File: src/rtl/inter_rr_sched.sv
// inter_rr_sched: round-robin scheduler issuing packets from three master FIFOs onto a shared two-slave bus
module inter_rr_sched #(
  parameter int DEPTH   = 2,
  parameter int TIMEOUT = 8,
  parameter int CNT_W   = 4
) (
  input  logic       clk,
  input  logic       rst_n,
  input  logic       in_valid_1,
  input  logic       in_valid_2,
  input  logic       in_valid_3,
  input  logic [6:0] data_in_1,
  input  logic [6:0] data_in_2,
  input  logic [6:0] data_in_3,
  output logic       in_ready_1,
  output logic       in_ready_2,
  output logic       in_ready_3,
  input  logic       ready_slave1,
  input  logic       ready_slave2,
  output logic       valid_slave1,
  output logic       valid_slave2,
  output logic [2:0] addr_out,
  output logic [2:0] value_out,
  output logic       handshake_slave1,
  output logic       handshake_slave2,
  output logic [1:0] grant_id,
  output logic       timeout_err
);
  localparam int AW = $clog2(DEPTH);
  localparam logic [AW:0] FULL = (AW+1)'(DEPTH);
  localparam logic [CNT_W-1:0] LAST = CNT_W'(TIMEOUT - 1);
  typedef enum logic {IDLE, SEND} state_t;
  state_t state;
  logic [6:0] mem [3][DEPTH];
  logic [AW-1:0] wptr [3];
  logic [AW-1:0] rptr [3];
  logic [AW:0] count [3];
  logic [6:0] din [3];
  logic [6:0] head [3];
  logic [6:0] hp;
  logic [2:0] in_valid, rdy, push, pop;
  logic [3:0] ne;
  logic [1:0] last_grant, o0, o1, pick;
  logic [CNT_W-1:0] cnt;
  logic hs, done;
  assign in_valid = {in_valid_3, in_valid_2, in_valid_1};
  assign din = '{data_in_1, data_in_2, data_in_3};
  assign {in_ready_3, in_ready_2, in_ready_1} = rdy;
  assign hs = (valid_slave1 && ready_slave1) || (valid_slave2 && ready_slave2);
  assign done = hs || cnt == LAST;
  always_comb begin
    rdy = '0;
    push = '0;
    pop = '0;
    ne = '0;
    for (int i = 0; i < 3; i++) begin
      rdy[i] = count[i] != FULL;
      push[i] = in_valid[i] && rdy[i];
      pop[i] = state == SEND && grant_id == 2'(i + 1) && done;
      head[i] = mem[i][rptr[i]];
      ne[i+1] = count[i] != '0;
    end
  end
  // Search order starts just after the last master served, wrapping 3 -> 1
  always_comb begin
    o0 = last_grant == 2'd1 ? 2'd2 : last_grant == 2'd2 ? 2'd3 : 2'd1;
    o1 = last_grant == 2'd1 ? 2'd3 : last_grant == 2'd2 ? 2'd1 : 2'd2;
    pick = ne[o0] ? o0 : ne[o1] ? o1 : ne[last_grant] ? last_grant : 2'd0;
    hp = pick == 2'd1 ? head[0] : pick == 2'd2 ? head[1] : head[2];
  end
  always_ff @(posedge clk)
    for (int i = 0; i < 3; i++)
      if (push[i]) mem[i][wptr[i]] <= din[i];
  always_ff @(posedge clk) begin
    for (int i = 0; i < 3; i++) begin
      if (!rst_n) begin
        wptr[i] <= '0;
        rptr[i] <= '0;
        count[i] <= '0;
      end else begin
        wptr[i] <= wptr[i] + AW'(push[i]);
        rptr[i] <= rptr[i] + AW'(pop[i]);
        count[i] <= count[i] + (AW+1)'(push[i]) - (AW+1)'(pop[i]);
      end
    end
  end
  always_ff @(posedge clk) begin
    if (!rst_n) begin
      state <= IDLE;
      last_grant <= 2'd3;
      cnt <= '0;
      grant_id <= '0;
      addr_out <= '0;
      value_out <= '0;
      valid_slave1 <= 1'b0;
      valid_slave2 <= 1'b0;
      handshake_slave1 <= 1'b0;
      handshake_slave2 <= 1'b0;
      timeout_err <= 1'b0;
    end else begin
      handshake_slave1 <= 1'b0;
      handshake_slave2 <= 1'b0;
      timeout_err <= 1'b0;
      if (state == IDLE) begin
        if (pick != 2'd0) begin
          grant_id <= pick;
          addr_out <= hp[5:3];
          value_out <= hp[2:0];
          valid_slave1 <= ~hp[6];
          valid_slave2 <= hp[6];
          cnt <= '0;
          state <= SEND;
        end
      end else if (done) begin
        handshake_slave1 <= valid_slave1 && ready_slave1;
        handshake_slave2 <= valid_slave2 && ready_slave2;
        timeout_err <= ~hs;
        grant_id <= '0;
        addr_out <= '0;
        value_out <= '0;
        valid_slave1 <= 1'b0;
        valid_slave2 <= 1'b0;
        last_grant <= grant_id;
        state <= IDLE;
      end else begin
        cnt <= cnt + 1'b1;
      end
    end
  end
endmodule
File: config.mk
export PLATFORM = sky130hd
export DESIGN_NAME = inter_rr_sched
export DESIGN_NICKNAME = d
export VERILOG_FILES = /design/src/rtl/inter_rr_sched.sv
export SDC_FILE = /design/constraint.sdc
export NUM_CORES = 1
export LEC_CHECK = 0
export BUFFER_PORTS_ARGS = -buffer_cell sky130_fd_sc_hd__buf_4
export CORE_ASPECT_RATIO = 1.25
export CORE_MARGIN = 10
export CORE_UTILIZATION = 51
export DETAILED_ROUTE_END_ITERATION = 10
export PLACE_DENSITY = 0.75
export SLEW_MARGIN = 20
export SYNTH_ARGS = -nofsm -noshare
export SYNTH_HDL_FRONTEND = slang
export SYNTH_SLANG_ARGS = --single-unit
File: constraint.sdc
create_clock -name clk -period 2.4 [get_ports clk]
set_input_delay 0.12 -clock clk [delete_from_list [all_inputs] [get_ports clk]]
set_output_delay 0.12 -clock clk [all_outputs]
set_load 0.05 [all_outputs]
==> impl_metrics.toml, run 1 <==
[outcome]
status = "completed"

[timing]
maxSlewHeadroom_pct = 68.5
setup_viol = 0
rsz0062_at_grt = "yes"
skew_ps = 5.58
max_freq_mhz = 441
final_max_slew_viol_count = 0
period_share_pct = 94.6
hold_viol_final = 0
fin_ws_ps = 130
tightestPinTransition_ps = 472
fin_crit_ps = 2270

[clocking]
htree_levels = 3
clk_pin_slew_worst_paths_ps = 80
insertion_delay_ps = 340
clkSinkCount = 74
root_buffer = "clkbuf_8"
cts_tree = "yes"
cts_buffer_depth = 2
numCtsBuffers = 9

[finish]
insertedDiodeCount = 0
nNetsFinal = 379
fin_util_pct = 67.6
drive_gt1_share_pct = 28.4
n_fill_cell = 485
syn2layout_area_growth_pct = 29.3
layoutNonFillerInstCount = 426
finalInstanceArea_mm2 = 0.00417

[power]
pwr-share-comb_pct = 34.8
clock_power_share_pct = 25.6
p_int_mw = 2.74
p_sw_mw = 1.44
ir_drop_mv = 0.506
powerDensity_mw_per_mm2 = 1000
leakage_nw = 1.66
seq_power_share_pct = 39.6
switching_share_pct = 34.4

[routing]
drtIter0Drc = 101
drtPass1Iterations = 4
drc_errors = 0
antenna_left = 0
num_vias = 2263
route.detailed.wl_per_inst_um = 16.0
routed_via_density = 5.31
totalWireLength_mm = 6.80

[global_route]
grt_max_degree = 15
antenna_found_initial = 0
grt_use_total_pct = 13.9
overflow = 0
grt_pass1_wl_mm = 11.2
grt_pass1_vias = 2317

[place]
dp_hpwl_mm = 4.82
place_congestion = 0.814
placed_cell_area_mm2 = 0.00368
placedCellCount = 386
pre_cts_ws_ps = 50.7
port_buffers = 43

[yosys]
synth_cell_types = 49
synthTopCellsByArea = "edfxtp_1 (39%), dfxtp_1 (20%), ha_1 (5.8%)"
yosysMostFrequentCell = "edfxtp_1"
syn_area_mm2 = 0.00323
synth-edff-count = 42
ys_async_sr_fraction_pct = 0
synth.largest_area_cell = "edfxtp_1"
syn_inst = 258
ys.flop_type = "edfxtp_1"
postSynthAreaPerCell_um2 = 12.5
syn_nets = 301
synth_common_cells = "edfxtp_1 (42), dfxtp_1 (32), nor2_1 (17), nand2_1 (16), ha_1 (15)"
yosysWarnings = 0
ys_ff_latch = 74
ys_seq_area_share_pct = 59.0
synth_top_area_share_pct = 39.1

[setup_path]
crit_path_end_kind = "flip-flop"
crit_type = "flip-flop to flip-flop"
crit_arrival_ps = 2500
cpPeakStageDelay_ps = 350
worstSetupStartpointType = "flip-flop"
cp_top_family = "compound AO/OA/AOI/OAI gates"
critPathBufInv = 2
cp.required_ps = 2630
cp_max_fo = 8
cp_slowest_cell = "dfxtp_1"
crit_chain = "inv_1, ha_4, and2b_1, o22ai_1, a21o_2, buf_4, a221oi_1, a211oi_1, a221o_1"

[run]
maxCapViolations = 0

[die]
die-area_mm2 = 0.00993
row_count = 32
core_mm2 = 0.00617
start_util_pct = 52.3
ios = 44
die_w_um = 91.1
fp.dieH_um = 109

[min_path]
holdCritPathClass = "primary input to flip-flop"
[sequential cells by signal, summed over array words and instances (netlist names)]
signal            flops
value_out             3
addr_out              3
timeout_err           1
cnt                   4
handshake_slave1      1
valid_slave1          1
mem                  42
last_grant            2
state                 1
handshake_slave2      1
count                 6
valid_slave2          1
grant_id              2
wptr                  3
rptr                  3
[worst paths after layout]
kind / start / to / slack [ps] / depth (start not counted)
setup / recovery: last_grant[0] / addr_out[0] / 130 / 9
hold / removal: ready_slave2 / handshake_slave2 / 30 / 3
setup reg to reg: last_grant[0] / addr_out[0] / 130 / 9
hold reg to reg: valid_slave2 / handshake_slave2 / 480 / 2
[metal layers]
| layer | track usage [%] | up-vias | part of all wire [%] |
|---|---|---|---|
| li1 | - | 1115 | - |
| met1 | 16.2 | 1087 | 41 |
| met2 | 24.5 | 51 | 52 |
| met3 | 3.92 | 10 | 5.1 |
| met4 | 4.37 | 0 | 1.8 |
| met5 | 0 | - | 0 |
[worst register-to-register path: stages (launching register included)]
cell and delay (ps):
dfxtp_1 350, inv_1 90, ha_4 310, and2b_1 140, o22ai_1 110, a21o_2 260, buf_4 160, a221oi_1 350
a211oi_1 110, a221o_1 280
[through the flow]
| stage | hold slack [ps] | total power, mW | TNS (ps) |
|---|---|---|---|
| floorplan | 219 | 2.63 | 0 |
| finish | 31.7 | 4.18 | 0 |
| global route | 39.0 | 4.41 | -83.2 |
| CTS | 25.2 | 4.10 | 0 |
| detailed placement | 308 | 3.01 | 0 |
| global placement | 304 | 2.97 | 0 |
[area by class of cell]
class                      count  area, um^2  share of cell area [%]
timing repair buffer          77         631                    15.1
inverter                      14        52.6                    1.26
clock inverter                 7         101                    2.43
clock buffer                   9         124                    2.97
sequential                    74        1900                    45.7
multi-input combinational    160        1250                    30.0
tap                           85         106                    2.55
[cells in the final DEF (no fill, tap or decap), types with 10 or more instances in the layout]
master and n:
nand2_1 16, mux2_2 10, inv_1 14, edfxtp_1 42, buf_4 56, dfxtp_1 30
ha_1 14, nor2_1 16, and2_1 10, dlygate4sd3_1 21
[timing repair]
action / CTS / global route
hold buffers: 21 / 0
setup buffers: 0 / 3
endpoints found under the hold margin: 42 / 0
endpoints found under the setup margin: 0 / 10
gates resized for setup: 0 / 10
[power by group through the flow]
| stage | registers, mW | logic, mW | clock network (mW) |
|---|---|---|---|
| after floorplan | 1.84 | 0.790 | 0 |
| after global placement | 1.67 | 1.30 | 0 |
| after detailed placement | 1.68 | 1.33 | 0 |
| after CTS | 1.65 | 1.36 | 1.09 |
| after global routing | 1.68 | 1.58 | 1.15 |
| final | 1.66 | 1.46 | 1.07 |
[logic make-up (layout without fill, tap and decap cells)]
| family | count (synthesis) | count (layout) | share of synthesized area, % |
|---|---|---|---|
| DFF | 74 | 74 | 59.0 |
| muxes | 16 | 16 | 5.35 |
| buffers and inverters | 24 | 107 | 3.34 |
| and+or+nand+nor | 66 | 66 | 10.8 |
| xor gates and xnor gates | 11 | 11 | 2.99 |
| AOI/OAI and AO/OA | 52 | 52 | 12.7 |
| adders and majority gates | 15 | 15 | 5.82 |
Power figures use the tool's default switching activity.
==> inputs of run 2 (changes only) <==
--- a/config.mk
+++ b/config.mk
@@ -5,7 +5,7 @@
 export SDC_FILE = /design/constraint.sdc
 export NUM_CORES = 1
 export LEC_CHECK = 0
-export BUFFER_PORTS_ARGS = -buffer_cell sky130_fd_sc_hd__buf_4
+export BUFFER_PORTS_ARGS = -buffer_cell sky130_fd_sc_hd__buf_2
 export CORE_ASPECT_RATIO = 1.25
 export CORE_MARGIN = 10
 export CORE_UTILIZATION = 51
==> run 2 against run 1 <==
Against the previous run: via count shrank 2.5%; sequential power is essentially flat; utilization shrank 2.8 points; combinational power shrank 8%; largest power group unchanged.
==> impl_metrics.toml, run 2 (synthesized netlist as in run 1, its figures left out) <==
[outcome]
status = "completed"

[clocking]
root_buffer = "clkbuf_8"
clkSinkCount = 74
numCtsBuffers = 9
cts_buffer_depth = 2
cts_tree = "yes"
insertion_delay_ps = 340
clk_pin_slew_worst_paths_ps = 80
htree_levels = 3

[timing]
final_max_slew_viol_count = 0
setup_viol = 0
hold_viol_final = 0
max_freq_mhz = 437
skew_ps = 7.49
fin_ws_ps = 112
fin_setup_tns_ps = 0
tightestPinTransition_ps = 614
fin_crit_ps = 2290
maxSlewHeadroom_pct = 59.0
period_share_pct = 95.3

[min_path]
holdCritPathClass = "primary input to flip-flop"
worstHoldStart = "ready_slave1"

[setup_path]
cp.required_ps = 2630
r2r_start = "last_grant[0]"
cp_max_fo = 8
crit_arrival_ps = 2520
critPathLaunch = "last_grant[0]"
worstSetupStartpointType = "flip-flop"
crit_path_end_kind = "flip-flop"
crit_type = "flip-flop to flip-flop"

[routing]
drtPass1Iterations = 5
totalWireLength_mm = 6.68
num_vias = 2206
drc_errors = 0
antenna_left = 0
route.detailed.wl_per_inst_um = 15.8
routed_via_density = 5.20
drtIter0Drc = 54

[finish]
multi_input_area_mm2 = 0.00125
n_fill_cell = 500
largest_reg_flops = 42
layout_common_cells = "buf_2 (43), edfxtp_1 (42), dfxtp_1 (28)"
drive_gt1_share_pct = 28.6
insertedDiodeCount = 0
final_common_cell = "buf_2"
seqCellArea_mm2 = 0.00191
syn2layout_area_growth_pct = 24.0
nNetsFinal = 377

[die]
fp.dieH_um = 109
ios = 44
die_w_um = 91.1
row_count = 32
start_util_pct = 52.3
die-area_mm2 = 0.00993
core_mm2 = 0.00617

[power]
switching_share_pct = 35.7
pwr-share-comb_pct = 34.9
ir_drop_mv = 0.501
clock_power_share_pct = 22.1
powerDensity_mw_per_mm2 = 967
p_int_mw = 2.48
seq_power_share_pct = 43.0
leakage_nw = 1.60
p_sw_mw = 1.38

[global_route]
overflow = 0
grt_max_degree = 17
grt_use_total_pct = 13.8
grt_pass1_vias = 2260
antenna_found_initial = 0
grt_pass1_wl_mm = 10.9

[run]
maxCapViolations = 0

[place]
place_congestion = 0.833
pre_cts_ws_ps = 3.09
port_buffers = 43
dp_hpwl_mm = 4.89
[run 2: repair_timing]
action	CTS	global route
pin swaps	1	4
gates resized for setup	0	10
endpoints found under the setup margin	1	11
setup buffers	1	1
endpoints found under the hold margin	42	0
hold buffers	21	0
[run 2: power by group through the flow]
stage	sequential (mW)	combinational, mW	clock [mW]
after global placement	1.67	1.24	0
after floorplan	1.84	0.790	0
after global routing	1.68	1.47	0.938
after detailed placement	1.68	1.27	0
final	1.66	1.35	0.855
after CTS	1.65	1.32	0.865
[run 2: final timing paths]
path / to / slack [ps] / cells past startpoint
setup / recovery: valid_slave1 / 110 / 8
hold / removal: handshake_slave1 / 20 / 3
setup reg to reg: valid_slave1 / 110 / 8
hold reg to reg: handshake_slave1 / 460 / 2
[run 2: area by class of cell]
type                       instances  area share, %
clock buffer                      10           3.44
clock inverter                     6           1.06
inverter                          14           1.31
multi-input combinational        160           31.2
sequential                        74           47.7
tap                               85           2.66
timing repair buffer              75           12.7
[run 2: worst max-delay path, stage by stage, from the launching register on]
cell and delay (ps):
dfxtp_2 370, inv_1 70, ha_2 400, and2b_1 170
o21ai_1 80, a311oi_2 360, a21oi_2 160, mux2_2 320
a32o_1 250
[run 2: layer usage]
layer | track usage, % | routed length [um]
met1 | 16.2 | 2970
met2 | 23.6 | 3370
met3 | 3.44 | 264
met5 | 0 | 0
met4 | 6.39 | 74
[run 2: through the flow]
stage               cell area (um^2)  instances  hold slack (ps)  total power, mW  util (%)
floorplan                       3230        258              219             2.63         -
global placement                3560        385              307             2.91      57.8
detailed placement              3560        385              312             2.95      57.8
CTS                             3960        423             5.90             3.84      64.2
global route                    4000        424             30.1             4.09      64.9
finish                          4000        424             16.5             3.87      64.9
